$ cat src/rtl/ps2_scan_fifo.sv
// ps2_scan_fifo: PS/2 keyboard receiver feeding a first-word-fall-through
// scan-code FIFO for the CPU memory-mapped IO read path.
//
// Ports:
//   clk, rstn     system clock, asynchronous active-low reset
//   ps2_clk       raw PS/2 clock pin (asynchronous)
//   ps2_data      raw PS/2 data pin (asynchronous)
//   rd_en         pop strobe, one entry per cycle high (ignored when empty)
//   ovf_clr       clears the sticky overflow flag
//   rd_data       head-of-FIFO scan code
//   rd_ext        head entry was preceded by E0
//   empty, full   FIFO status
//   count         FIFO occupancy (0..FIFO_DEPTH)
//   frame_err     one-cycle pulse on a bad or timed-out frame
//   overflow      sticky: a make code was dropped because the FIFO was full
//
// Optional feature: define PS2_HEX_DECODE_EN to translate make codes of the
// keys 0-9/A-F into hex digits before queuing; every other code, and any
// E0-extended code, is then discarded.

module ps2_scan_fifo #(
    parameter int unsigned FIFO_DEPTH  = 8,
    parameter int unsigned TIMEOUT_CYC = 20000
) (
    input  logic                        clk,
    input  logic                        rstn,
    input  logic                        ps2_clk,
    input  logic                        ps2_data,
    input  logic                        rd_en,
    input  logic                        ovf_clr,
    output logic [7:0]                  rd_data,
    output logic                        rd_ext,
    output logic                        empty,
    output logic                        full,
    output logic [$clog2(FIFO_DEPTH):0] count,
    output logic                        frame_err,
    output logic                        overflow
);

    localparam int unsigned PTR_W = $clog2(FIFO_DEPTH);
    localparam int unsigned CNT_W = PTR_W + 1;
    localparam int unsigned TMR_W = $clog2(TIMEOUT_CYC);

    typedef enum logic [1:0] {
        S_IDLE  = 2'd0,
        S_SHIFT = 2'd1,
        S_CHECK = 2'd2
    } state_e;

    typedef struct packed {
        logic       ext;
        logic [7:0] code;
    } entry_t;

    // Pin synchronisers, idle bus level is high
    logic clk_s1_q, clk_s2_q, clk_prev_q;
    logic dat_s1_q, dat_s2_q;
    logic fall_c;

    always_ff @(posedge clk or negedge rstn) begin
        if (!rstn) begin
            clk_s1_q   <= 1'b1;
            clk_s2_q   <= 1'b1;
            clk_prev_q <= 1'b1;
            dat_s1_q   <= 1'b1;
            dat_s2_q   <= 1'b1;
        end else begin
            clk_s1_q   <= ps2_clk;
            clk_s2_q   <= clk_s1_q;
            clk_prev_q <= clk_s2_q;
            dat_s1_q   <= ps2_data;
            dat_s2_q   <= dat_s1_q;
        end
    end

    assign fall_c = clk_prev_q & ~clk_s2_q;

    // Deframer state
    state_e             state_q, state_d;
    logic [3:0]         bit_cnt_q, bit_cnt_d;
    logic [TMR_W-1:0]   timer_q, timer_d;
    logic [9:0]         shreg_q, shreg_d;
    logic               ext_q, ext_d;
    logic               brk_q, brk_d;
    logic               frame_err_q, frame_err_d;
    logic               push_c;
    entry_t             push_entry_c;
    logic [7:0]         code_c;
    logic               frame_ok_c;

    // shreg fills from the top: data[7:0], parity at [8], stop at [9]
    assign code_c     = shreg_q[7:0];
    assign frame_ok_c = (^shreg_q[8:0]) & shreg_q[9];

`ifdef PS2_HEX_DECODE_EN
    logic       hex_hit_c;
    logic [3:0] hex_val_c;

    // Make-code to hex-digit lookup
    always_comb begin
        hex_hit_c = 1'b1;
        hex_val_c = 4'h0;
        case (code_c)
            8'h45: hex_val_c = 4'h0;
            8'h16: hex_val_c = 4'h1;
            8'h1E: hex_val_c = 4'h2;
            8'h26: hex_val_c = 4'h3;
            8'h25: hex_val_c = 4'h4;
            8'h2E: hex_val_c = 4'h5;
            8'h36: hex_val_c = 4'h6;
            8'h3D: hex_val_c = 4'h7;
            8'h3E: hex_val_c = 4'h8;
            8'h46: hex_val_c = 4'h9;
            8'h1C: hex_val_c = 4'hA;
            8'h32: hex_val_c = 4'hB;
            8'h21: hex_val_c = 4'hC;
            8'h23: hex_val_c = 4'hD;
            8'h24: hex_val_c = 4'hE;
            8'h2B: hex_val_c = 4'hF;
            default: hex_hit_c = 1'b0;
        endcase
    end
`endif

    // Deframer next-state and code filtering
    always_comb begin
        state_d      = state_q;
        bit_cnt_d    = bit_cnt_q;
        timer_d      = timer_q;
        shreg_d      = shreg_q;
        ext_d        = ext_q;
        brk_d        = brk_q;
        frame_err_d  = 1'b0;
        push_c       = 1'b0;
        push_entry_c = '0;

        case (state_q)
            S_IDLE: begin
                if (fall_c && !dat_s2_q) begin
                    state_d   = S_SHIFT;
                    bit_cnt_d = 4'd0;
                    timer_d   = '0;
                end
            end

            S_SHIFT: begin
                if (fall_c) begin
                    shreg_d   = {dat_s2_q, shreg_q[9:1]};
                    bit_cnt_d = bit_cnt_q + 4'd1;
                    timer_d   = '0;
                    if (bit_cnt_q == 4'd9) begin
                        state_d = S_CHECK;
                    end
                end else if (timer_q == TMR_W'(TIMEOUT_CYC - 1)) begin
                    // Abandon partial frame; prefix flags survive a timeout
                    state_d     = S_IDLE;
                    frame_err_d = 1'b1;
                end else begin
                    timer_d = timer_q + TMR_W'(1);
                end
            end

            S_CHECK: begin
                state_d = S_IDLE;
                if (!frame_ok_c) begin
                    frame_err_d = 1'b1;
                    ext_d       = 1'b0;
                    brk_d       = 1'b0;
                end else if (code_c == 8'hE0) begin
                    ext_d = 1'b1;
                end else if (code_c == 8'hF0) begin
                    brk_d = 1'b1;
                end else if (brk_q) begin
                    ext_d = 1'b0;
                    brk_d = 1'b0;
                end else begin
                    ext_d = 1'b0;
`ifdef PS2_HEX_DECODE_EN
                    if (!ext_q && hex_hit_c) begin
                        push_c            = 1'b1;
                        push_entry_c.ext  = 1'b0;
                        push_entry_c.code = {4'b0000, hex_val_c};
                    end
`else
                    push_c            = 1'b1;
                    push_entry_c.ext  = ext_q;
                    push_entry_c.code = code_c;
`endif
                end
            end

            default: state_d = S_IDLE;
        endcase
    end

    always_ff @(posedge clk or negedge rstn) begin
        if (!rstn) begin
            state_q     <= S_IDLE;
            bit_cnt_q   <= 4'd0;
            timer_q     <= '0;
            shreg_q     <= '0;
            ext_q       <= 1'b0;
            brk_q       <= 1'b0;
            frame_err_q <= 1'b0;
        end else begin
            state_q     <= state_d;
            bit_cnt_q   <= bit_cnt_d;
            timer_q     <= timer_d;
            shreg_q     <= shreg_d;
            ext_q       <= ext_d;
            brk_q       <= brk_d;
            frame_err_q <= frame_err_d;
        end
    end

    // FWFT FIFO
    entry_t           mem_q [FIFO_DEPTH];
    logic [PTR_W-1:0] wr_ptr_q, rd_ptr_q;
    logic [CNT_W-1:0] count_q;
    logic             overflow_q;
    logic             pop_c, wr_c, drop_c, full_c;

    assign full_c = (count_q == CNT_W'(FIFO_DEPTH));
    assign pop_c  = rd_en & (count_q != '0);
    // A pop in the same cycle frees the slot the push needs
    assign wr_c   = push_c & (~full_c | pop_c);
    assign drop_c = push_c & full_c & ~pop_c;

    always_ff @(posedge clk or negedge rstn) begin
        if (!rstn) begin
            for (int i = 0; i < int'(FIFO_DEPTH); i++) begin
                mem_q[i] <= '0;
            end
            wr_ptr_q   <= '0;
            rd_ptr_q   <= '0;
            count_q    <= '0;
            overflow_q <= 1'b0;
        end else begin
            if (wr_c) begin
                mem_q[wr_ptr_q] <= push_entry_c;
                wr_ptr_q        <= wr_ptr_q + PTR_W'(1);
            end
            if (pop_c) begin
                rd_ptr_q <= rd_ptr_q + PTR_W'(1);
            end
            case ({wr_c, pop_c})
                2'b10:   count_q <= count_q + CNT_W'(1);
                2'b01:   count_q <= count_q - CNT_W'(1);
                default: count_q <= count_q;
            endcase
            // Set wins over clear
            if (drop_c) begin
                overflow_q <= 1'b1;
            end else if (ovf_clr) begin
                overflow_q <= 1'b0;
            end
        end
    end

    assign rd_data   = mem_q[rd_ptr_q].code;
    assign rd_ext    = mem_q[rd_ptr_q].ext;
    assign empty     = (count_q == '0);
    assign full      = full_c;
    assign count     = count_q;
    assign frame_err = frame_err_q;
    assign overflow  = overflow_q;

endmodule
$ cat config.mk
export PLATFORM = sky130hd
export DESIGN_NAME = ps2_scan_fifo
export DESIGN_NICKNAME = d
export VERILOG_FILES = /design/src/rtl/ps2_scan_fifo.sv
export SDC_FILE = /design/constraint.sdc
export NUM_CORES = 1
export LEC_CHECK = 0
export ABC_AREA = 1
export CORE_MARGIN = 8
export CORE_UTILIZATION = 35
export CTS_CLUSTER_DIAMETER = 120
export CTS_CLUSTER_SIZE = 14
export DETAILED_ROUTE_END_ITERATION = 10
export GPL_TIMING_DRIVEN = 1
export REMOVE_ABC_BUFFERS = 1
export SYNTH_ARGS = -nofsm -noshare
export SYNTH_HDL_FRONTEND = slang
export SYNTH_SLANG_ARGS = --single-unit
$ cat constraint.sdc
create_clock -name clk -period 6 [get_ports clk]
set_clock_uncertainty 0.1 [all_clocks]
set_input_delay 1.2 -clock clk [delete_from_list [all_inputs] [get_ports clk]]
set_output_delay 1.2 -clock clk [all_outputs]
set_load 0.05 [all_outputs]
; Word level (Yosys, flattened, before mapping)
; Index checks and enable logic that the tools add are counted.
[classes]
order_cmp = 3
n_bitwise = 12
eq_ne = 16
n_reduce_logical = 16
muxes = 41
addsub = 6
[op_table]
columns = cell, n
row1 = $bwmux 72, 1
row2 = $mux 9, 8
row3 = $mux 15, 3
row4 = $pmux 15 s2, 1
row5 = $bmux 9 s3, 1
row6 = $demux 9 s3, 1
row7 = $eq 8x8->1 const B, 2
row8 = $mux 1, 16
row9 = $pmux 4 s2, 2
row10 = $add 15x1->15 const B, 1
row11 = $eq 15x15->1 const B, 1
row12 = $ne 3x3->1 const B, 4
row13 = $reduce_and 3->1, 3
row14 = $reduce_xor 9->1, 1
row15 = $add 4x1->4 const B, 2
row16 = $eq 4x4->1 const B, 2
row17 = $ge 4x4->1 const B, 2
row18 = $mux 2, 4
row19 = $mux 4, 2
row20 = $not 3->4, 2
row21 = $add 3x1->3 const B, 2
row22 = $and 1x1->1, 6
row23 = $ne 2x2->1 const B, 3
row24 = $reduce_and 2->1, 3
row25 = 14 further kinds, 21
[totals]
wordCells = 126
out_inout_bits = 17
register_bits = 122
in_bits = 6

; Logic depth before layout (Yosys ltp)
; Gate-level depths: netlist (run 1).
[logic_depth]
ltp_word = 8
depth_mapped = 20
ltp_nobuf = 19

; Least setup slack after synthesis (run 1)
; OpenSTA, ideal clock, no wires.
[synth_path]
path_type = register -> register
startpoint = register count_q[3] (netlist: count[3])
endpoint = register count_q[2] (netlist: count[2])
n_path_buf = 1
t_required_ns = 5.772
path_slack_ns = 2.388
t_arrival_ns = 3.384
stages_incl_launch_ff = 14
setup_ns = 0.128
cell_sequence = dfrtp_1 -> inv_1 -> nor3_1 -> nand2_1 -> buf_2 -> nand2_1 -> ha_1 -> nand2_1 -> inv_1 -> nor2_1 -> ha_1 -> a21oi_1 -> xor2_1 -> o21ai_0
[synth_between]
elab_chain_len = 6
[synth_lines]
columns = item, line
row1 = from (decl), 219  ; logic [CNT_W-1:0] count_q;
row2 = from (signal assigned), 247  ; 2'b10: count_q <= count_q + CNT_W'(1);
row3 = from (signal assigned), 248  ; 2'b01: count_q <= count_q - CNT_W'(1);
row4 = from (signal assigned), 249  ; default: count_q <= count_q;
row5 = $eq 4x4->1 (*), 223  ; assign full_c = (count_q == CNT_W'(FIFO_DEPTH));
row6 = named net full, 34  ; output logic full,
row7 = $not 1->1 (*), 226  ; assign wr_c = push_c & (~full_c | pop_c);
row8 = $or 1x1->1 (*), 226
row9 = $and 1x1->1 (*), 226
row10 = $eq 2x1->1 or $eq 2x2->1 (tied branches), 246  ; case ({wr_c, pop_c})
row11 = $pmux 4 s2 or $reduce_bool 2->1 (tied branches), n/a
; Mark *: on every way through the listed nets, which the timed path passes. The rest lies on a longest branch.
; A chain may end at the register's enable or synchronous reset.

; Worst setup path in the final report (run 1)
[layout_path]
startpoint = register rd_ptr_q[1]
endpoint = output port rd_data[1]
[layout_between]
elab_chain_len = 4
[layout_lines]
columns = item, line
row1 = from (decl), 218  ; logic [PTR_W-1:0] wr_ptr_q, rd_ptr_q;
row2 = from (signal assigned), 244  ; rd_ptr_q <= rd_ptr_q + PTR_W'(1);
row3 = $not 3->4 (implied by the code), 260  ; assign rd_data = mem_q[rd_ptr_q].code;
row4 = $bmux 9 s3, 260
row5 = $mux 9 (2 in series), n/a
row6 = to (decl), 31  ; output logic [7:0] rd_data,
; No other way between the ends. The select of a mux whose other input is x is not followed.

==> results of run 1 <==
[cell type report]
cell class	instances	area (µm²)
Sequential cell	122	3059
Multi-Input combinational cell	591	3075
Fill cell	1859	11030
Tap cell	234	292.8
Clock buffer	20	456.7
Timing Repair Buffer	27	255.2
Inverter	48	180.2
Clock inverter	12	171.4
[routing by layer]
layer	global-route usage (%)	wire length, µm	vias to the layer above
met1	19.03	7688	2656
met3	3.999	896	13
met5	0	0	-
li1	-	-	2704
met2	23.44	7870	139
met4	3.911	187	0
[cells by family after synthesis]
family / after synthesis
compound gates: 92
xor+xnor: 18
fa+ha+maj: 16
buf+inv: 91
flops: 122
simple gates: 465
[power groups by stage]
stage | Clock (W) | Sequential (W) | Combinational [W]
floorplan | 0 | 0.00111 | 0.00104
global placement | 0 | 0.00109 | 0.00152
detailed placement | 0 | 0.00109 | 0.00153
CTS | 0.00111 | 0.00108 | 0.00153
global route | 0.00115 | 0.00110 | 0.00167
finish | 0.00110 | 0.00108 | 0.00152
[cell usage after synthesis]
cell type    n  area [µm²]
inv_2        5       18.77
dfstp_2      5       131.4
a21boi_0     1       7.510
o21a_1       1       7.510
nor3_1       9       45.04
a31oi_1      9       56.30
nand3_1     26       130.1
nand4_2      1       12.51
nand2_2      5       31.28
nor3_2       1       10.01
buf_2        4       20.02
nand3_4      1       17.52
xnor2_1      2       17.52
nand4_4      8       170.2
o31ai_1      2       15.01
dfrtp_1    117        2928
nand2_1    235       882.1
xor2_1      16       140.1
o21ai_1      4       20.02
nor2_8       2       40.04
buf_4        1       7.510
nand3_2      1       10.01
nor2_2       1       6.260
o22ai_1     11       68.82
buf_1        3       11.26
inv_1       41       153.9
nand4_1     78       488.0
o21ai_0     57       285.3
clkbuf_1    27       101.4
or2_2        1       6.260
buf_6        8       90.09
o211ai_1     1       7.510
a21oi_1      6       30.03
nand2_4      1       11.26
clkinv_1     2       7.510
nor2_1      95       356.6
ha_1        16       200.2
[placed cells by master, fill, tap and decap left out, types with 2 or more instances in the layout]
cell type | Yosys | layout
nand2_2 | 5 | 6
nand3_1 | 26 | 26
nand4_1 | 78 | 78
o21ai_0 | 57 | 57
clkbuf_8 | 0 | 2
clkinvlp_4 | 0 | 3
o22ai_1 | 11 | 11
nand2_1 | 235 | 234
buf_4 | 1 | 6
o31ai_1 | 2 | 2
nor2_8 | 2 | 2
nor2_1 | 95 | 95
clkinv_1 | 2 | 2
o21ai_1 | 4 | 4
nand4_4 | 8 | 8
dfrtp_1 | 117 | 117
xor2_1 | 16 | 16
a31oi_1 | 9 | 9
xnor2_1 | 2 | 2
clkdlybuf4s50_1 | 0 | 21
ha_1 | 16 | 16
clkinv_2 | 0 | 4
inv_1 | 41 | 41
nor3_1 | 9 | 9
clkbuf_16 | 0 | 17
a21oi_1 | 6 | 6
bufinv_16 | 0 | 4
inv_2 | 5 | 5
dfstp_2 | 5 | 5
[registers in the layout, summed over array words and instances (netlist names), 2 cells and up]
signal,count
wr_ptr_q,3
count,4
timer_q,15
shreg_q,10
bit_cnt_q,4
state_q,2
rd_ptr_q,3
mem_q,72
[final timing paths]
path / startpoint / end / cells past startpoint
hold / removal: dat_s1_q$_DFF_PN1_ / dat_s2_q$_DFF_PN1_ / 0
min in group asynchronous: rstn / shreg_q[1]$_DFFE_PN0P_ / 1
setup / recovery: rd_ptr_q[1]$_DFFE_PN0P_ / rd_data[1] / 5
setup reg to reg: shreg_q[4]$_DFFE_PN0P_ / count[3]$_DFFE_PN0P_ / 16
hold reg to reg: dat_s1_q$_DFF_PN1_ / dat_s2_q$_DFF_PN1_ / 0
max in group asynchronous: rstn / mem_q[54]$_DFFE_PN0P_ / 2
[worst max-delay path, cell delays in order (launching register included)]
cell and delay, ns:
dfrtp_1 0.81, inv_1 0.53, nor2_1 0.20, o21ai_0 0.17
a31oi_1 0.26, clkdlybuf4s50_1 0.83
[per-stage QoR]
stage / total power [W] / instance area, µm² / setup slack (ns)
floorplan: 0.002150 / 6312 / 0.5553
global placement: 0.002603 / 6863 / 1.963
detailed placement: 0.002620 / 6863 / 1.938
CTS: 0.003726 / 7491 / 1.507
global route: 0.003920 / 7491 / 1.357
finish: 0.003702 / 7491 / 1.485
==> results.json, run 1 <==
{
  "status": "finished, final reports clean",
  "internal-power_w": 0.002080,
  "drive_gt1_share_pct": 8.537,
  "p_clk_share_pct": 29.7,
  "cts.sinks": 122,
  "cts_hold_buffers": 0,
  "cts_made_buffers": 17,
  "start_util_pct": 35.33,
  "tritoncts": "done",
  "synthMuxAreaShare_pct": 0,
  "ctsResizeCount": 0,
  "r2r_setup_slack_ns": 2.18,
  "period_share_pct": 75.25,
  "ys_seq_area_share_pct": 46.76,
  "clockBufferDepth": 2,
  "overflow": 0,
  "dp_hpwl_mm": 10.72,
  "grt_max_degree": 83,
  "wl_per_cell_um": 15.79,
  "coreArea_um2": 18520,
  "synth-simple-area-share_pct": 33.89,
  "die_w_um": 152.7,
  "switching_share_pct": 43.83,
  "yosys.area_share.adder_pct": 3.060,
  "fp.dieH_um": 152.7,
  "place.gp.congestion": 0.8313,
  "period_minus_slack_ns": 4.515,
  "syn_to_final_growth_pct": 14.50,
  "clock_latency_ns": 0.42,
  "tightest_slew_ns": 1.066,
  "syn_inst": 804,
  "nets": 829,
  "ir_drop_v": 0.0002223,
  "yosysWarnings": 0,
  "grt_antenna_before_repair": 0,
  "critPathMaxFanout": 20,
  "p_seq_share_pct": 29.2,
  "maxCapViolations": 0,
  "min_path_type": "register to register",
  "clkTransAtPathRegs_ns": 0.05,
  "synth_compound_area_share_pct": 7.611,
  "dr.first_iter.drc_count": 430,
  "ant_nets": 0,
  "fmax_mhz": 221.5,
  "grt_pass1_vias": 5145,
  "io_pins": 23,
  "drt-total-wl_mm": 16.64,
  "power_density_nw_per_um2": 494.3,
  "grt_pass1_wl_mm": 27.52,
  "fin_hold_ws_ns": 0.2540,
  "cp.required_ns": 4.70,
  "port_buffers": 22,
  "yosys_register_bits": 122,
  "synth_cell_types": 37,
  "timing_hold_violations_final": 0,
  "worst_ep_arrival_time_ns": 3.22,
  "diodes": 0,
  "grtUsageTotal_pct": 14.61,
  "fin_setup_tns_ns": 0,
  "switching_power_w": 0.001623,
  "crit_path_start_kind": "register",
  "avgSynthCellArea_um2": 8.137,
  "critPathKind": "register to primary output",
  "cts_root_buf": "clkbuf_16",
  "setup.worst_path.end_class": "primary output",
  "htree_levels": 4,
  "leakage_nw": 3.578,
  "maxSlewHeadroom_pct": 28.82,
  "final_util_pct": 40.45,
  "core.rowCount": 50,
  "slew_violations": 0,
  "dieArea_um2": 23320,
  "finalSetupViolCount": 0,
  "combPwrFrac_pct": 41.1,
  "drc": 0,
  "synth.cell_area_um2": 6543,
  "drt-pass1-iter-count": 5,
  "synth_top_family_by_area": "simple AND/OR/NAND/NOR gates",
  "rsz0062_at_grt": "no",
  "dp.cells": 1022,
  "final_cells": 1054,
  "cts_setup_buffers": 0,
  "vias": 5512,
  "routed_via_density": 5.230,
  "synth_xor_area_share_pct": 2.410
}
(Power assumes the default switching activity.)
==> inputs of run 2 (changes only) <==
- clock period: 6 -> 4 ns (I/O delays scaled with it)
==> run 2 against run 1 <==
Power increased by 47%. Combinational power rose by 53%. Sequential power rose by 48%. First-iteration DRC count fell by 3.3%. Global-route usage increased by 0.30 points. Critical path depth is 2 higher. Count of clock-buffer cells in the layout is 4 higher. Core utilization decreased by 0.15 points. Design area shrank 0.37%. Sequential cell count unchanged.
==> results.json, run 2 (synthesis results as in run 1) <==
{
  "worst_ep_arrival_time_ns": 2.32,
  "dr.first_iter.drc_count": 416,
  "cts_hold_buffers": 0,
  "cts_made_buffers": 17,
  "dp_hpwl_mm": 10.77,
  "drt-pass1-iter-count": 7,
  "slowest_stage": "dfrtp_1",
  "period_minus_slack_ns": 3.220,
  "coreArea_um2": 18520,
  "critPathMaxFanout": 24,
  "final_common_cell": "nand2_1",
  "crit_top_cell": "buf_4",
  "timing_hold_violations_final": 0,
  "io_pins": 23,
  "fp.dieH_um": 152.7,
  "syn_to_final_growth_pct": 14.08,
  "clock_latency_ns": 0.42,
  "maxSlewHeadroom_pct": 31.28,
  "min_path_type": "register to register",
  "critPathTopFamily": "buffers and inverters",
  "grt_max_degree": 83,
  "diodes": 0,
  "r2r_setup_slack_ns": 0.97,
  "dieArea_um2": 23320,
  "wl_per_cell_um": 15.97,
  "slew_violations": 0,
  "placed_area_um2": 6890,
  "start_util_pct": 35.33,
  "r2r-end": "count[3]$_DFFE_PN0P_",
  "tightest_slew_ns": 1.027,
  "clockBufferDepth": 2,
  "htree_levels": 4,
  "maxCapViolations": 0,
  "grt_pass1_vias": 5205,
  "fmax_mhz": 310.6,
  "cts.sinks": 122,
  "status": "finished, final reports clean",
  "regArea_um2": 3059,
  "period_share_pct": 80.50,
  "drt-total-wl_mm": 16.89,
  "core.rowCount": 50,
  "cp.required_ns": 3.10,
  "rsz0062_at_grt": "no",
  "stdcell_area_um2": 7463,
  "largest_register_ffs": 72,
  "grt_antenna_before_repair": 0,
  "routed_via_density": 5.214,
  "pre_cts_ws_ns": 0.9610,
  "crit_buf_inv": 3,
  "fillCellCount": 1877,
  "clkTransAtPathRegs_ns": 0.06,
  "final_cell_mix": "nand2_1, dfrtp_1, nor2_1",
  "ctsResizeCount": 0,
  "grtUsageTotal_pct": 14.91,
  "crit_path_start_kind": "register",
  "grt_pass1_wl_mm": 27.97,
  "cts_setup_buffers": 0,
  "tritoncts": "done",
  "regMostFlops": "mem_q",
  "nets": 834,
  "leakage_nw": 3.598,
  "port_buffers": 22,
  "ant_nets": 0,
  "cp_num_cells": 7,
  "power_w": 0.005443,
  "overflow": 0,
  "drc": 0,
  "max_stage_delay_ns": 0.37,
  "path_cells": "inv_1 > buf_4 > o21ai_0 > o22ai_1 > nor2_1 > a31oi_1 > buf_4",
  "setup_ws_ns": 0.7802,
  "crit_path_end": "rd_data[3]",
  "dp.cells": 1027,
  "multi_input_area_um2": 3075,
  "setup.worst_path.end_class": "primary output",
  "die_w_um": 152.7,
  "final_cells": 1058,
  "place.gp.congestion": 0.8283,
  "top_regs": "mem_q: 72 flops, timer_q: 15 flops, shreg_q: 10 flops",
  "rr_startpoint": "shreg_q[4]$_DFFE_PN0P_",
  "critPathLaunch": "rd_ptr_q[0]$_DFFE_PN0P_",
  "drive_gt1_share_pct": 9.709,
  "critPathKind": "register to primary output",
  "ir_drop_v": 0.0003616,
  "rr_worst_depth": 16,
  "cts_root_buf": "clkbuf_16",
  "finalSetupViolCount": 0,
  "power_density_nw_per_um2": 729.3,
  "vias": 5516
}
==> run 2: how the worst min path moves through the flow <==
stage	endpoint	slack (ns)	startpoint	cells past startpoint
CTS	dat_s2_q$_DFF_PN1_	0.26	dat_s1_q$_DFF_PN1_	0
detailed placement	dat_s2_q$_DFF_PN1_	0.25	dat_s1_q$_DFF_PN1_	0
global placement	dat_s2_q$_DFF_PN1_	0.25	dat_s1_q$_DFF_PN1_	0
floorplan	clk_s2_q$_DFF_PN1_	0.25	clk_s1_q$_DFF_PN1_	0
global route	dat_s2_q$_DFF_PN1_	0.26	dat_s1_q$_DFF_PN1_	0
finish	dat_s2_q$_DFF_PN1_	0.25	dat_s1_q$_DFF_PN1_	0
==> run 2: layer usage <==
layer	track usage [%]	vias up	routed length [µm]
met4	4.194	0	210
met2	24.65	130	8143
met3	3.687	18	801
li1	-	2716	-
met1	18.98	2652	7739
met5	0	-	0
==> run 2: cell type report <==
type | count | area share, %
clock buffers | 24 | 6.454
inverters | 48 | 2.414
flip-flops and latches | 122 | 40.99
well taps | 234 | 3.923
repair buffers | 32 | 3.789
clock inverters | 7 | 1.224
multi-input cells | 591 | 41.21
==> run 2: power breakdown <==
part / switching, W / internal (W) / total (W)
Sequential: 0.000230 / 0.00137 / 0.00160
Combinational: 0.00167 / 0.000666 / 0.00233
Clock: 0.000547 / 0.000960 / 0.00151
Total: 0.00245 / 0.00300 / 0.00544
==> run 2: metrics by stage <==
step           setup TNS [ns]  hold slack, ns  utilization, %
2_1_floorplan          -50.97          0.2452               -
3_3_place_gp                0          0.2459           37.21
3_5_place_dp                0          0.2473           37.21
4_1_cts                     0          0.2556           40.30
5_1_grt                     0          0.2594           40.30
6_report                    0          0.2540           40.30
==> inputs of run 3 (changes only) <==
- clock period: 4 -> 2.8 ns (I/O delays scaled with it)
==> run 3 against run 2 <==
Setup slack worse by 0.66 ns. Cell count is 2.5% higher. Count of clock-buffer cells in the layout is 2 higher. Core utilization is 1.7 points higher. Design area is 4.2% higher. Critical path depth is 1 lower. Register-to-register slack worse by 0.77 ns. Routed wire length is 2.1% higher. Sequential share of layout area is 1.7 points lower. Critical path type unchanged. Critical endpoint is now rd_data[5]. Highest routed layer unchanged.
==> results.json, run 3 (synthesis results as in run 1) <==
{
  "leakage_nw": 3.786,
  "switching_power_w": 0.003619,
  "timing_hold_violations_final": 0,
  "overflow": 0,
  "htree_levels": 4,
  "critPathKind": "register to primary output",
  "tritoncts": "done",
  "grt_max_degree": 83,
  "p_clk_share_pct": 28.7,
  "final_common_cell": "nand2_1",
  "fin_setup_tns_ns": 0,
  "fillCellCount": 1869,
  "dr.first_iter.drc_count": 328,
  "period_share_pct": 95.61,
  "coreArea_um2": 18520,
  "drc": 0,
  "rsz0062_at_grt": "no",
  "drt-pass1-iter-count": 5,
  "min_path_type": "input pin to asynchronous set/reset pin",
  "slew_violations": 0,
  "die_w_um": 152.7,
  "tightest_slew_ns": 0.7446,
  "regMostFlops": "mem_q",
  "cts_root_buf": "clkbuf_16",
  "cts.sinks": 122,
  "wl_per_cell_um": 15.91,
  "drive_gt1_share_pct": 13.06,
  "maxCapViolations": 0,
  "nets": 859,
  "status": "finished, final reports clean",
  "worst_ep_arrival_time_ns": 2.02,
  "start_util_pct": 35.33,
  "final_util_pct": 42.00,
  "fp.dieH_um": 152.7,
  "pre_cts_ws_ns": 0.1134,
  "crit_path_start_kind": "register",
  "p_seq_share_pct": 25.7,
  "combPwrFrac_pct": 45.5,
  "fin_hold_ws_ns": 0.02738,
  "maxSlewHeadroom_pct": 50.36,
  "io_pins": 23,
  "ir_drop_v": 0.0005286,
  "place.gp.congestion": 0.8524,
  "finalSetupViolCount": 0,
  "drt-total-wl_mm": 17.24,
  "period_minus_slack_ns": 2.677,
  "grt_pass1_vias": 5606,
  "dieArea_um2": 23320,
  "port_buffers": 22,
  "largest_register_ffs": 72,
  "grt_pass1_wl_mm": 29.23,
  "grt_antenna_before_repair": 0,
  "setup.worst_path.end_class": "primary output",
  "switching_share_pct": 43.43,
  "critPathMaxFanout": 38,
  "final_cell_mix": "nand2_1, dfrtp_1, nor2_1",
  "clock_latency_ns": 0.42,
  "internal-power_w": 0.004714,
  "cts_setup_buffers": 0,
  "diodes": 0,
  "ant_nets": 0,
  "setup_ws_ns": 0.1230,
  "routed_via_density": 5.193,
  "power_density_nw_per_um2": 1071,
  "core.rowCount": 50,
  "dp_hpwl_mm": 11.08,
  "cts_made_buffers": 17,
  "clkTransAtPathRegs_ns": 0.06,
  "vias": 5629,
  "syn_to_final_growth_pct": 18.88,
  "top_regs": "mem_q: 72 flops, timer_q: 15 flops, shreg_q: 10 flops",
  "clockBufferDepth": 2,
  "cp.required_ns": 2.14,
  "grtUsageTotal_pct": 15.46,
  "fmax_mhz": 373.6
}
==> run 3: cell types whose count changed in the layout (fill, tap and decap cells not counted), moves of 2 or more <==
cell | previous run | this run
clkbuf_8 | 3 | 5
nor2_2 | 1 | 3
buf_4 | 19 | 41
bufinv_16 | 2 | 4
nor2_1 | 95 | 93
clkdlybuf4s50_1 | 12 | 10
clkinv_2 | 3 | 1
==> run 3: layer usage <==
metal / track usage, % / part of all wire [%] / up-vias
li1: - / - / 2777
met3: 3.063 / 4.4 / 23
met5: 0 / 0 / -
met2: 25.66 / 48 / 132
met4: 5.372 / 1.6 / 0
met1: 19.70 / 46 / 2697
==> run 3: final cells by class <==
type / instances / area, µm² / share of cell area [%]
Clock buffer: 26 / 509.2 / 6.548
Clock inverter: 6 / 132.6 / 1.705
Inverter: 48 / 183.9 / 2.365
Multi-Input combinational cell: 591 / 3104 / 39.91
Sequential cell: 122 / 3059 / 39.33
Tap cell: 234 / 292.8 / 3.764
Timing Repair Buffer: 57 / 495.5 / 6.371
==> run 3: stage by stage <==
step           cell area (µm²)  instances  power (W)
2_1_floorplan             6312        761   0.004607
3_3_place_gp              7091       1052   0.005871
3_5_place_dp              7091       1052   0.005888
4_1_cts                   7731       1084   0.008300
5_1_grt                   7777       1084   0.008816
6_report                  7777       1084   0.008333
==> run 3: power groups by stage <==
| stage | Combinational, W | Sequential, W | Clock (W) |
|---|---|---|---|
| 3_3_place_gp | 0.00371 | 0.00216 | 0 |
| 3_5_place_dp | 0.00373 | 0.00216 | 0 |
| 5_1_grt | 0.00415 | 0.00217 | 0.00249 |
| 4_1_cts | 0.00373 | 0.00213 | 0.00243 |
| 2_1_floorplan | 0.00223 | 0.00238 | 0 |
| 6_report | 0.00379 | 0.00215 | 0.00239 |
==> run 3: what timing repair did <==
action | in CTS | in global routing
resized for setup | 1 | 12
endpoints found under the hold margin | 0 | 0
hold buffers | 0 | 0
setup endpoints to repair | 1 | 8
==> run 3: final timing paths <==
check                                        start                     end  slack, ns  cells after the start
setup / recovery           rd_ptr_q[0]$_DFFE_PN0P_              rd_data[5]       0.12                      6
hold / removal                                rstn  shreg_q[5]$_DFFE_PN0P_       0.03                      1
setup reg to reg            shreg_q[3]$_DFFE_PN0P_    count[2]$_DFFE_PN0P_       0.20                     15
hold reg to reg                 clk_s1_q$_DFF_PN1_      clk_s2_q$_DFF_PN1_       0.25                      0
max in group asynchronous                     rstn      dat_s1_q$_DFF_PN1_       1.90                      2
min in group clk                clk_s1_q$_DFF_PN1_      clk_s2_q$_DFF_PN1_       0.25                      0
==> run 3: critical path: stages (launching register included) <==
cell and delay, ns:
dfrtp_1 0.42, buf_8 0.27, o21ai_0 0.13, o22ai_1 0.31, nor2_1 0.07, a31oi_1 0.16, buf_4 0.22
